--- src/rtl/mem_dma_pkg.sv ---
// Shared types and default widths for the block-transfer initiator.
//   DMA_ADDR_W / DMA_DATA_W : default memory address / data widths
//   dma_state_t             : transfer FSM states
//   dma_mode_t              : copy or fill
package mem_dma_pkg;

    localparam int DMA_ADDR_W = 8;
    localparam int DMA_DATA_W = 8;

    typedef enum logic [1:0] {
        IDLE  = 2'd0,
        READ  = 2'd1,
        WRITE = 2'd2,
        DONE  = 2'd3
    } dma_state_t;

    typedef enum logic {
        MODE_COPY = 1'b0,
        MODE_FILL = 1'b1
    } dma_mode_t;

endpackage

--- src/rtl/mem_copy_engine.sv ---
// Block-transfer initiator: copies Len bytes from SrcAddr to DstAddr, or fills
// Len bytes at DstAddr with FillValue, by driving the data-memory port while
// Busy is high.
//
// Ports:
//   Clk, Reset          clock, asynchronous active-high reset
//   Start, Mode         transfer request (IDLE only), 0 = copy / 1 = fill
//   SrcAddr, DstAddr    first source / destination address
//   Len                 byte count (0 = no transfer)
//   FillValue           constant written in fill mode
//   MemAddress, MemWriteEn, MemDataIn   memory port outputs
//   MemDataOut          combinational memory read data
//   Busy, Done          transfer in progress / one-cycle completion pulse
//
// state | meaning
// IDLE  | waiting for Start; memory port parked at zero
// READ  | source byte on the bus, captured into hold_r at the edge
// WRITE | destination write of hold_r (copy) or fill_r (fill)
// DONE  | one-cycle Done pulse, Start ignored
module mem_copy_engine
    import mem_dma_pkg::*;
#(
    parameter int ADDR_W = DMA_ADDR_W,
    parameter int DATA_W = DMA_DATA_W
) (
    input  logic              Clk,
    input  logic              Reset,
    input  logic              Start,
    input  logic              Mode,
    input  logic [ADDR_W-1:0] SrcAddr,
    input  logic [ADDR_W-1:0] DstAddr,
    input  logic [ADDR_W-1:0] Len,
    input  logic [DATA_W-1:0] FillValue,
    output logic [ADDR_W-1:0] MemAddress,
    output logic              MemWriteEn,
    output logic [DATA_W-1:0] MemDataIn,
    input  logic [DATA_W-1:0] MemDataOut,
    output logic              Busy,
    output logic              Done
);

    dma_state_t        state;
    dma_state_t        next_state;
    logic [ADDR_W-1:0] src_ptr;
    logic [ADDR_W-1:0] dst_ptr;
    logic [ADDR_W-1:0] remaining;
    dma_mode_t         mode_r;
    logic [DATA_W-1:0] fill_r;
    logic [DATA_W-1:0] hold_r;

    // Memory outputs depend only on state and registers, so nothing on the
    // input ports can reach the memory combinationally; the async reset of
    // state is what drops MemWriteEn immediately.
    always_comb begin
        next_state = state;
        MemAddress = '0;
        MemWriteEn = 1'b0;
        MemDataIn  = '0;
        Busy       = 1'b0;
        Done       = 1'b0;
        case (state)
            IDLE: begin
                if (Start) begin
                    if (Len == '0)
                        next_state = DONE;
                    else if (dma_mode_t'(Mode) == MODE_FILL)
                        next_state = WRITE;
                    else
                        next_state = READ;
                end
            end
            READ: begin
                Busy       = 1'b1;
                MemAddress = src_ptr;
                next_state = WRITE;
            end
            WRITE: begin
                Busy       = 1'b1;
                MemAddress = dst_ptr;
                MemWriteEn = 1'b1;
                MemDataIn  = (mode_r == MODE_FILL) ? fill_r : hold_r;
                if (remaining == ADDR_W'(1))
                    next_state = DONE;
                else if (mode_r == MODE_FILL)
                    next_state = WRITE;
                else
                    next_state = READ;
            end
            DONE: begin
                Done       = 1'b1;
                next_state = IDLE;
            end
            default: next_state = IDLE;
        endcase
    end

    always_ff @(posedge Clk or posedge Reset) begin
        if (Reset) begin
            state     <= IDLE;
            src_ptr   <= '0;
            dst_ptr   <= '0;
            remaining <= '0;
            mode_r    <= MODE_COPY;
            fill_r    <= '0;
            hold_r    <= '0;
        end else begin
            state <= next_state;
            case (state)
                IDLE: begin
                    if (Start) begin
                        src_ptr   <= SrcAddr;
                        dst_ptr   <= DstAddr;
                        remaining <= Len;
                        mode_r    <= dma_mode_t'(Mode);
                        fill_r    <= FillValue;
                    end
                end
                READ: begin
                    hold_r  <= MemDataOut;
                    src_ptr <= src_ptr + ADDR_W'(1);
                end
                WRITE: begin
                    // Pointers wrap silently at the top of the address space.
                    dst_ptr   <= dst_ptr + ADDR_W'(1);
                    remaining <= remaining - ADDR_W'(1);
                end
                default: ;
            endcase
        end
    end

endmodule

--- config.mk ---
export PLATFORM = sky130hd
export DESIGN_NAME = mem_copy_engine
export DESIGN_NICKNAME = d
export VERILOG_FILES = /design/src/rtl/mem_dma_pkg.sv /design/src/rtl/mem_copy_engine.sv
export SDC_FILE = /design/constraint.sdc
export NUM_CORES = 1
export LEC_CHECK = 0
export CAP_MARGIN = 20
export CORE_AREA = 2 2 75 77
export DETAILED_ROUTE_END_ITERATION = 10
export DIE_AREA = 0 0 77 79
export PLACE_DENSITY = 0.82
export SYNTH_ARGS = -nofsm -noshare
export SYNTH_HDL_FRONTEND = slang
export SYNTH_SLANG_ARGS = --single-unit
--- constraint.sdc ---
create_clock -name Clk -period 3.6 [get_ports Clk]
set_input_delay 0.72 -clock Clk [delete_from_list [all_inputs] [get_ports Clk]]
set_output_delay 0.72 -clock Clk [all_outputs]
set_load 0.1 [all_outputs]
# Word-level counts from Yosys, hierarchy flattened
# Cells that the tools add are included.
[op_classes]
add_sub_neg = 3
n_eq_ne = 5
mux = 18
n_reduce_logical = 8
[ops]
columns = ["cell", "count"]
rows = [
  ["$pmux 8 s2", 4],
  ["$mux 8", 5],
  ["$add 8x1->8 const B", 2],
  ["$mux 2", 5],
  ["$eq 8x1->1 const B", 1],
  ["$logic_not 8->1", 1],
  ["$pmux 2 s4", 1],
  ["$sub 8x1->8 const B", 1],
  ["$reduce_and 2->1", 3],
  ["$eq 2x2->1 const B", 2],
  ["$reduce_bool 2->1", 2],
  ["$mux 1", 3],
  ["$eq 2x1->1 const B", 1],
  ["$logic_not 2->1", 1],
  ["$ne 2x2->1 const B", 1],
  ["$reduce_or 2->1", 1],
]
[word_totals]
ff_bits = 43
inputBits = 44
word_cells = 41

# Depth between registers and ports, before layout
# Gate-level depths: netlist of the first run.
[depth]
depth_word = 4
ltp_mapped = 8
mapped_depth_nobuf = 6

# Worst setup path after synthesis of the first run
# Ideal clock, no wire load.
[synth_timing]
path_kind = "register to output"
startpoint = "register state[0]"
endpoint = "output port MemAddress[0]"
t_arrival_ns = 4.187
required_ns = 2.880
path_slack_ns = -1.307
path_stages_with_launch = 7
path_buffers = 2
cell_sequence = "dfrtp_1 inv_1 ha_1 buf_2 buf_1 nand2_1 a21boi_0"
[synth_between]
elab_chain_len = 2
[synth_rtl]
columns = ["item", "line", "text"]
rows = [
  ["start: declaration", "mem_copy_engine.sv:42", "dma_state_t state;"],
  ["start signal: assignment", "mem_copy_engine.sv:107", "state <= next_state;"],
  ["$eq 2x2->1 or $eq 2x1->1 (tied branches)", "mem_copy_engine.sv:61", "case (state)"],
  ["$pmux 8 s2 (*)", "mem_copy_engine.sv:61", ""],
  ["end: declaration", "mem_copy_engine.sv:34", "output logic [ADDR_W-1:0] MemAddress,"],
]
# Every way passes the cells marked *; elsewhere a longest branch is shown, timed or not.

# Worst setup path in the final report of the first run
[layout_timing]
startpoint = "register state[1]"
endpoint = "output port MemAddress[5]"
# Same word-level chain as after synthesis.

==> impl_metrics.json, run 1 <==
{
  "status": "complete, no violations",
  "portBuffers": 62,
  "cap_viol_max_count": 0,
  "synth-compound-area-share": 0.201,
  "overflow": 0,
  "crit_start": "state[1]$_DFFE_PP0P_",
  "die_x_um": 77,
  "synth.mux.area_fraction": 0.129,
  "multi_input_area_um2": 1640,
  "wirelength_mm": 6.67,
  "hp-class": "reg -> reg",
  "vias": 2522,
  "n_fill_cell": 437,
  "synth-edff-count": 0,
  "required_ns": 2.88,
  "synthesis.nets": 374,
  "ys.flop_type": "dfrtp_1",
  "die_h_um": 79,
  "cts-resized-gates": 0,
  "hp-start": "dst_ptr[7]$_DFFE_PP0P_",
  "reg2reg_from": "state[1]$_DFFE_PP0P_",
  "drtPass1Iterations": 5,
  "antenna_found_initial": 0,
  "drc": 0,
  "grt_max_degree": 41,
  "r2r_end": "src_ptr[7]$_DFFE_PP0P_",
  "post-route-period-util": 0.791,
  "synthDistinctLibCells": 40,
  "globalRouteTotalUtil": 0.228,
  "cp-start-kind": "flip-flop",
  "worst_setup_path_end_kind": "primary output",
  "synthTopCellsByArea": "dfrtp_1 38%, mux2_2 7.6%, mux2i_1 5.3%",
  "ys_ff_latch": 43,
  "arrival_ns": 2.13,
  "hold_viol": 0,
  "mappedNetlistArea_um2": 2820,
  "ff_latch_area_um2": 1080,
  "nets": 424,
  "rsz0062_at_grt": "false",
  "maxSlewHeadroom": 0.461,
  "hold_buffers": 0,
  "n_antenna_cell": 0,
  "crit_fanout": 20,
  "worstMarginPinSlew_ns": 0.809,
  "dieArea_um2": 6080,
  "synthCells": 322,
  "initial_core_util": 0.528,
  "ff2ff_setup_slack_ns": 1.17,
  "finClkSkew_ns": 0.00516,
  "maxClockFrequency_mhz": 351,
  "synthSimpleGateAreaFrac": 0.193,
  "fin_ws_ns": 0.751,
  "yosysMostFrequentCell": "dfrtp_1",
  "grt_pass1_vias": 2428,
  "viasPerCell": 5.67,
  "yosys-top-cells-count": "43 x dfrtp_1, 27 x nor2_1, 21 x clkbuf_1, 21 x nand2_1, 19 x mux2_2",
  "syn_avg_cell_area_um2": 8.75,
  "cts_tree": "built",
  "area_growth_pct": 31.2,
  "synth_top_family_by_area": "compound AO/OA/AOI/OAI gates",
  "synth_fa_ha_area_frac": 0.0355,
  "wl_per_cell_um": 15.0,
  "clk_path_buf_depth": 2,
  "ioPinCount": 63,
  "drive_gt1_frac": 0.206,
  "crit_chain": "inv_1, ha_1, a22oi_1, nor2b_2, buf_4",
  "clkLatencyLatePin_ns": 0.30,
  "setup_viol_count_final": 0,
  "rows": 27,
  "setup-tns-final_ns": 0,
  "cts_buffers": 5,
  "fin_hold_ws_ns": 0.508,
  "hold-path-cell-count": 1,
  "synth-xor-area-share": 0,
  "cp_slowest_cell": "ha_1",
  "min_period_ns": 2.85,
  "cts_setup_buffers": 0,
  "hpwl_mm": 4.85,
  "final_util": 0.693,
  "cts_sinks": 43,
  "clkSlewWorstSetupHoldPaths_ns": 0.08,
  "ys_seq_area_frac": 0.382,
  "synth_top_area_frac": 0.382,
  "dpl_worst_slack_ns": 1.02,
  "ys_async_sr_fraction": 1.00,
  "synth_top_area_cell": "dfrtp_1",
  "coreArea_um2": 5340,
  "cts_htree_levels": 2,
  "drt_iter0_drc": 133,
  "crit_type": "reg -> out",
  "grt_pass1_wl_mm": 11.3,
  "yosys_warnings": 0,
  "place.gp.congestion": 0.904,
  "min_to": "dst_ptr[7]$_DFFE_PP0P_",
  "r2r_cells": 6,
  "cp_slowest_stage_delay_ns": 0.68,
  "ant_nets": 0,
  "slew_viol_final": 0,
  "cts-root-buf": "clkbuf_8"
}
[through the flow]
step | cells | area (µm²)
2_1_floorplan | 322 | 2890
3_3_place_gp | 436 | 3550
3_5_place_dp | 436 | 3550
4_1_cts | 444 | 3670
5_1_grt | 445 | 3700
6_report | 445 | 3700
[routing by layer]
layer  vias up  track usage  wire length, µm
met3         7       0.0420              373
met5         -            0                0
met1      1178        0.312             3020
met4         0       0.0625               56
met2        88        0.375             3220
li1       1249            -                -
[kinds of logic after synthesis]
group                    count (synthesis)
AO/OA/AOI/OAI                           85
adder cells (fa/ha/maj)                  8
buffers and inverters                   44
flip-flops                              43
multiplexers                            34
AND/OR/NAND/NOR                        108
[cell usage in the layout, fill, tap and decap left out, types with 2 or more instances in the layout]
cell type | synthesis | routed
o22a_1 | 13 | 13
inv_1 | 16 | 15
o21ai_0 | 16 | 16
nor2b_2 | 0 | 9
nand4_1 | 2 | 2
o22a_2 | 2 | 2
or3_1 | 2 | 2
clkbuf_8 | 0 | 6
a22oi_1 | 6 | 6
a31oi_1 | 12 | 12
dfrtp_1 | 43 | 43
ha_1 | 8 | 7
nor2b_1 | 16 | 2
nand2b_1 | 8 | 8
a21oi_1 | 14 | 14
o32ai_1 | 2 | 2
buf_4 | 0 | 23
mux2_2 | 19 | 19
nor2b_4 | 0 | 5
or4_1 | 2 | 2
buf_12 | 0 | 4
o21a_1 | 3 | 3
nand3_1 | 16 | 16
nor2_1 | 27 | 27
mux2i_1 | 15 | 15
nand2_1 | 21 | 21
nor3_1 | 6 | 6
a211oi_1 | 3 | 3
a21boi_2 | 0 | 2
o22ai_1 | 8 | 8
clkdlybuf4s50_1 | 0 | 43
[critical path: cells and delay by family (launching register included)]
family / cells / cell delay [ns]
adder cells (fa/ha/maj): 1 / 0.68
buffers and inverters: 2 / 0.38
AO/OA/AOI/OAI: 1 / 0.20
flip-flops: 1 / 0.42
AND/OR/NAND/NOR: 1 / 0.15
[worst max-delay path by stage]
stage / endpoint / slack (ns)
6_report: MemAddress[5] / 0.75
5_1_grt: MemAddress[1] / 0.61
4_1_cts: MemAddress[5] / 0.75
3_5_place_dp: src_ptr[5]$_DFFE_PP0P_ / 1.02
3_3_place_gp: src_ptr[5]$_DFFE_PP0P_ / 1.08
2_1_floorplan: MemAddress[0] / 0.005
[area by class of cell]
class / instances / share of cell area
repair buffers: 71 / 0.192
multi-input cells: 235 / 0.444
clock buffers: 6 / 0.0223
flip-flops and latches: 43 / 0.291
inverters: 16 / 0.0162
well taps: 72 / 0.0244
clock inverters: 2 / 0.00948
[registers in the layout, indices dropped and copies added (netlist names)]
name,flops
remaining,8
hold_r,8
mode_r,1
src_ptr,8
fill_r,8
dst_ptr,8
state,2
Power of run 1 is left out: the tool's default activity adds up to more than one toggle a clock period on the data nets, which glitch-free logic cannot reach.
==> run 2: changes to the inputs <==
Settings changed: CORE_AREA 2 2 75 77 to 2 2 82 84, DIE_AREA 0 0 77 79 to 0 0 84 86, PLACE_DENSITY 0.82 to 0.73.
Clock period 3.6 ns to 2.3 ns, I/O delays scaled along.
==> run 2 against run 1 <==
Compared with the run above: clock-buffer cell count shrank 1; largest cell class unchanged; via count is 1.9% higher; first-iteration DRC count is 26% higher; sequential share of layout area fell by 2.1 points; core utilization is 5.7 points lower; clock skew grew 0.0033 ns; flip-flop and latch count did not move; die area up 19%; highest routed layer unchanged; final cell count rose by 1.8%; routed wire length up 5.1%.
==> impl_metrics.json, run 2 (same netlist as run 1, synthesis figures left out) <==
{
  "cts_buffers": 5,
  "r2r_end": "remaining[0]$_DFFE_PP0P_",
  "coreArea_um2": 6280,
  "antenna_found_initial": 0,
  "most-common-layout-cells": "43 x dfrtp_1, 43 x clkdlybuf4s50_1, 27 x nor2_1",
  "setup-tns-final_ns": 0,
  "maxSlewHeadroom": 0.587,
  "wl_per_cell_um": 15.5,
  "area_growth_pct": 41.5,
  "stdcell_area_um2": 3990,
  "ioPinCount": 63,
  "dieArea_um2": 7220,
  "clkSlewWorstSetupHoldPaths_ns": 0.09,
  "globalRouteTotalUtil": 0.194,
  "ff2ff_setup_slack_ns": 0.41,
  "die_x_um": 84,
  "worstMarginPinSlew_ns": 0.616,
  "crit_type": "reg -> out",
  "place.gp.congestion": 0.838,
  "drt_iter0_drc": 167,
  "viasPerCell": 5.68,
  "arrival_ns": 1.74,
  "post-route-period-util": 0.958,
  "r2r_cells": 8,
  "crit_start": "state[0]$_DFFE_PP0P_",
  "cts_tree": "built",
  "hold_buffers": 0,
  "hpwl_mm": 4.84,
  "portBuffers": 62,
  "cts-root-buf": "clkbuf_8",
  "cts_htree_levels": 2,
  "wirelength_mm": 7.01,
  "finClkSkew_ns": 0.00847,
  "rsz0062_at_grt": "false",
  "setup_viol_count_final": 0,
  "die_h_um": 86,
  "n_antenna_cell": 0,
  "drtPass1Iterations": 4,
  "required_ns": 1.84,
  "grt_pass1_wl_mm": 11.5,
  "drc": 0,
  "status": "complete, no violations",
  "final_util": 0.635,
  "ant_nets": 0,
  "cp-start-kind": "flip-flop",
  "rows": 29,
  "min_period_ns": 2.20,
  "maxClockFrequency_mhz": 454,
  "initial_core_util": 0.449,
  "cap_viol_max_count": 0,
  "cts_sinks": 43,
  "nets": 427,
  "crit_fanout": 13,
  "grt_max_degree": 36,
  "placed_area_um2": 3860,
  "hp-class": "in -> async",
  "worst_setup_path_end_kind": "primary output",
  "clkLatencyLatePin_ns": 0.30,
  "overflow": 0,
  "drive_gt1_frac": 0.223,
  "slew_viol_final": 0,
  "hold_viol": 0,
  "clk_path_buf_depth": 2,
  "vias": 2571,
  "grt_pass1_vias": 2440,
  "reg2reg_from": "state[0]$_DFFE_PP0P_"
}
## run 2: through the flow
| stage | setup slack [ns] | instances | hold slack [ns] |
|---|---|---|---|
| 6_report | 0.0969 | 453 | 0.461 |
| 5_1_grt | 0.0137 | 453 | 0.507 |
| 4_1_cts | 0.00216 | 451 | 0.470 |
| 3_5_place_dp | 0.325 | 443 | 0.492 |
| 3_3_place_gp | 0.370 | 443 | 0.474 |
| 2_1_floorplan | 0.0104 | 322 | 0.460 |
## run 2: worst max-delay path, stage by stage, from the launching register on
cell	delay, ns
dfrtp_1	0.46
inv_2	0.14
ha_4	0.27
buf_6	0.20
nor2b_4	0.18
buf_12	0.18
## run 2: cell type report
cell class	count	area (µm²)
inverter	16	60.1
timing repair buffer	74	935
multi-input combinational	235	1740
tap	77	96.3
clock buffer	5	68.8
sequential	43	1080
fill	523	2290
clock inverter	3	15.0
## run 2: how the worst max path moves through the flow
stage | endpoint | slack, ns | cells after the start
after floorplan | MemAddress[0] | 0.01 | 6
after global placement | MemAddress[6] | 0.37 | 6
after detailed placement | src_ptr[7]$_DFFE_PP0P_ | 0.33 | 7
after CTS | MemAddress[7] | 0.002 | 6
after global routing | MemAddress[0] | 0.01 | 5
final | MemDataIn[3] | 0.1 | 5
## run 2: layer usage
| layer | track usage | vias to the layer above | routed length (µm) |
|---|---|---|---|
| met4 | 0.0425 | 0 | 42 |
| met3 | 0.0385 | 6 | 429 |
| met5 | 0 | - | 0 |
| li1 | - | 1263 | - |
| met2 | 0.316 | 87 | 3300 |
| met1 | 0.268 | 1215 | 3230 |
## run 2: what timing repair did
item,4_1_cts,5_1_grt
endpoints found under the hold margin,0,0
setup endpoints to repair,0,9
resized for setup,0,3
buffers inserted,0,1
Power of run 2 is left out for the same reason.
==> run 3: changes to the inputs <==
Settings changed: REMOVE_ABC_BUFFERS set to 1.
==> run 3 against run 2 <==
Compared with the run above: global-route usage up 1.3 points; critical path type unchanged; critical path depth up 1; worst setup slack worse by 0.026 ns; cell area down 2.8%; via count up 0.97%; hold slack better by 0.047 ns; core utilization down 1.8 points.
==> impl_metrics.json, run 3 (same netlist as run 1, synthesis figures left out) <==
{
  "drtPass1Iterations": 5,
  "area_growth_pct": 37.6,
  "setup_viol_count_final": 0,
  "hp-start": "fill_r[4]$_DFFE_PP0P_",
  "worst_setup_path_end_kind": "primary output",
  "hpwl_mm": 5.07,
  "place.gp.congestion": 0.848,
  "overflow": 0,
  "wirelength_mm": 7.08,
  "dpl_worst_slack_ns": 0.185,
  "crit_type": "reg -> out",
  "cts_htree_levels": 2,
  "grt_max_degree": 44,
  "final_common_cell": "clkdlybuf4s50_1",
  "worstMarginPinSlew_ns": 0.574,
  "min_period_ns": 2.23,
  "most-common-layout-cells": "43 x clkdlybuf4s50_1, 42 x dfrtp_1, 27 x nor2_1",
  "fin_hold_ws_ns": 0.508,
  "n_antenna_cell": 0,
  "power.share.clock": 0.075,
  "dieArea_um2": 7220,
  "slew_viol_final": 0,
  "clkLatencyLatePin_ns": 0.30,
  "power_mw": 6.63,
  "final_util": 0.618,
  "globalRouteTotalUtil": 0.207,
  "vias": 2596,
  "die_h_um": 86,
  "pwr-share-seq": 0.241,
  "p_comb_frac": 0.684,
  "antenna_found_initial": 0,
  "maxSlewHeadroom": 0.617,
  "clkSlewWorstSetupHoldPaths_ns": 0.08,
  "hold_buffers": 0,
  "fin_ws_ns": 0.0710,
  "wl_per_cell_um": 15.5,
  "clk_path_buf_depth": 2,
  "ir_drop_mv": 1.43,
  "p_per_area_nw_per_um2": 1710,
  "ant_nets": 0,
  "portBuffers": 62,
  "rows": 29,
  "drc": 0,
  "leakage_nw": 1.57,
  "hold_viol": 0,
  "grt_pass1_vias": 2545,
  "cts_buffers": 5,
  "switching_share": 0.507,
  "dp_cells": 447,
  "reg2reg_from": "state[0]$_DFFE_PP0P_",
  "rsz0062_at_grt": "true",
  "power_report.internal_total_mw": 3.27,
  "nets": 432,
  "drive_gt1_frac": 0.192,
  "cts_sinks": 43,
  "cp-start-kind": "flip-flop",
  "crit_fanout": 13,
  "finClkSkew_ns": 0.00466,
  "viasPerCell": 5.68,
  "stdcell_count": 457,
  "arrival_ns": 1.77,
  "drt_iter0_drc": 181,
  "status": "complete, no violations",
  "cts-root-buf": "clkbuf_8",
  "grt_pass1_wl_mm": 12.2,
  "post-route-period-util": 0.969,
  "netSwitchingPower_mw": 3.36,
  "cts_tree": "built",
  "hp-class": "reg -> reg",
  "ioPinCount": 63,
  "maxClockFrequency_mhz": 449,
  "required_ns": 1.84,
  "initial_core_util": 0.449,
  "coreArea_um2": 6280,
  "crit_start": "state[1]$_DFFE_PP0P_",
  "cap_viol_max_count": 0,
  "die_x_um": 84
}
[run 3: cell types whose count changed in the layout (fill, tap and decap cells not counted), moves of 2 or more]
cell / previous run / this run
inv_1: 13 / 16
a21boi_4: 2 / 0
nor2b_2: 0 / 2
buf_4: 9 / 16
nor2b_4: 14 / 0
nor2b_1: 2 / 14
inv_2: 2 / 0
clkinv_2: 3 / 1
[run 3: power by group through the flow]
stage | sequential, mW | clock, mW | combinational [mW]
after detailed placement | 1.59 | 0 | 4.38
after floorplan | 1.46 | 0 | 3.05
final | 1.60 | 0.495 | 4.54
after global placement | 1.58 | 0 | 4.30
after global routing | 1.67 | 0.543 | 4.86
after CTS | 1.59 | 0.509 | 4.43
[run 3: routing by layer]
metal  track usage  wire length [µm]  vias up
met5             0                 0        -
met4        0.0440                68        0
met3        0.0539               462        7
met2         0.349              3260       92
met1         0.270              3290     1226
li1              -                 -     1271
[run 3: worst paths after layout]
| kind | end | slack [ns] | cells past startpoint |
|---|---|---|---|
| setup / recovery | MemAddress[7] | 0.07 | 6 |
| min in group asynchronous | src_ptr[6]$_DFFE_PP0P_ | 0.59 | 3 |
| hold / removal | fill_r[4]$_DFFE_PP0P_ | 0.51 | 1 |
| max in group asynchronous | state[0]$_DFFE_PP0P_ | 1.29 | 3 |
| hold reg to reg | fill_r[4]$_DFFE_PP0P_ | 0.51 | 1 |
| setup reg to reg | dst_ptr[6]$_DFFE_PP0P_ | 0.32 | 8 |
[run 3: repair_timing]
action                                  in CTS  in global routing
gates resized for setup                      4                  6
hold endpoints to repair                     0                  0
endpoints found under the setup margin       6                  5
setup buffers                                0                  3
gates cloned                                 0                  0
pin swaps                                    0                  1
[run 3: metrics by stage]
step                instance area [µm²]  TNS (ns)
global route                       3880  -0.00346
floorplan                          2710    -42.60
CTS                                3810         0
detailed placement                 3710         0
global placement                   3710         0
finish                             3880         0
[run 3: area by class of cell]
cell class | instances | area (µm²)
clock buffers | 6 | 82.6
clock inverters | 1 | 5.00
fillers | 517 | 2400
inverters | 16 | 60.1
multi-input cells | 235 | 1620
flip-flops and latches | 43 | 1080
well taps | 77 | 96.3
repair buffers | 79 | 942
[run 3: critical path: stages, from the launching register on]
cell and delay (ns):
dfrtp_1 0.44, inv_1 0.17, ha_4 0.24, nand2_1 0.09, a21boi_0 0.19, buf_4 0.16
buf_12 0.16
No activity file was read; power rests on OpenSTA's default activity.
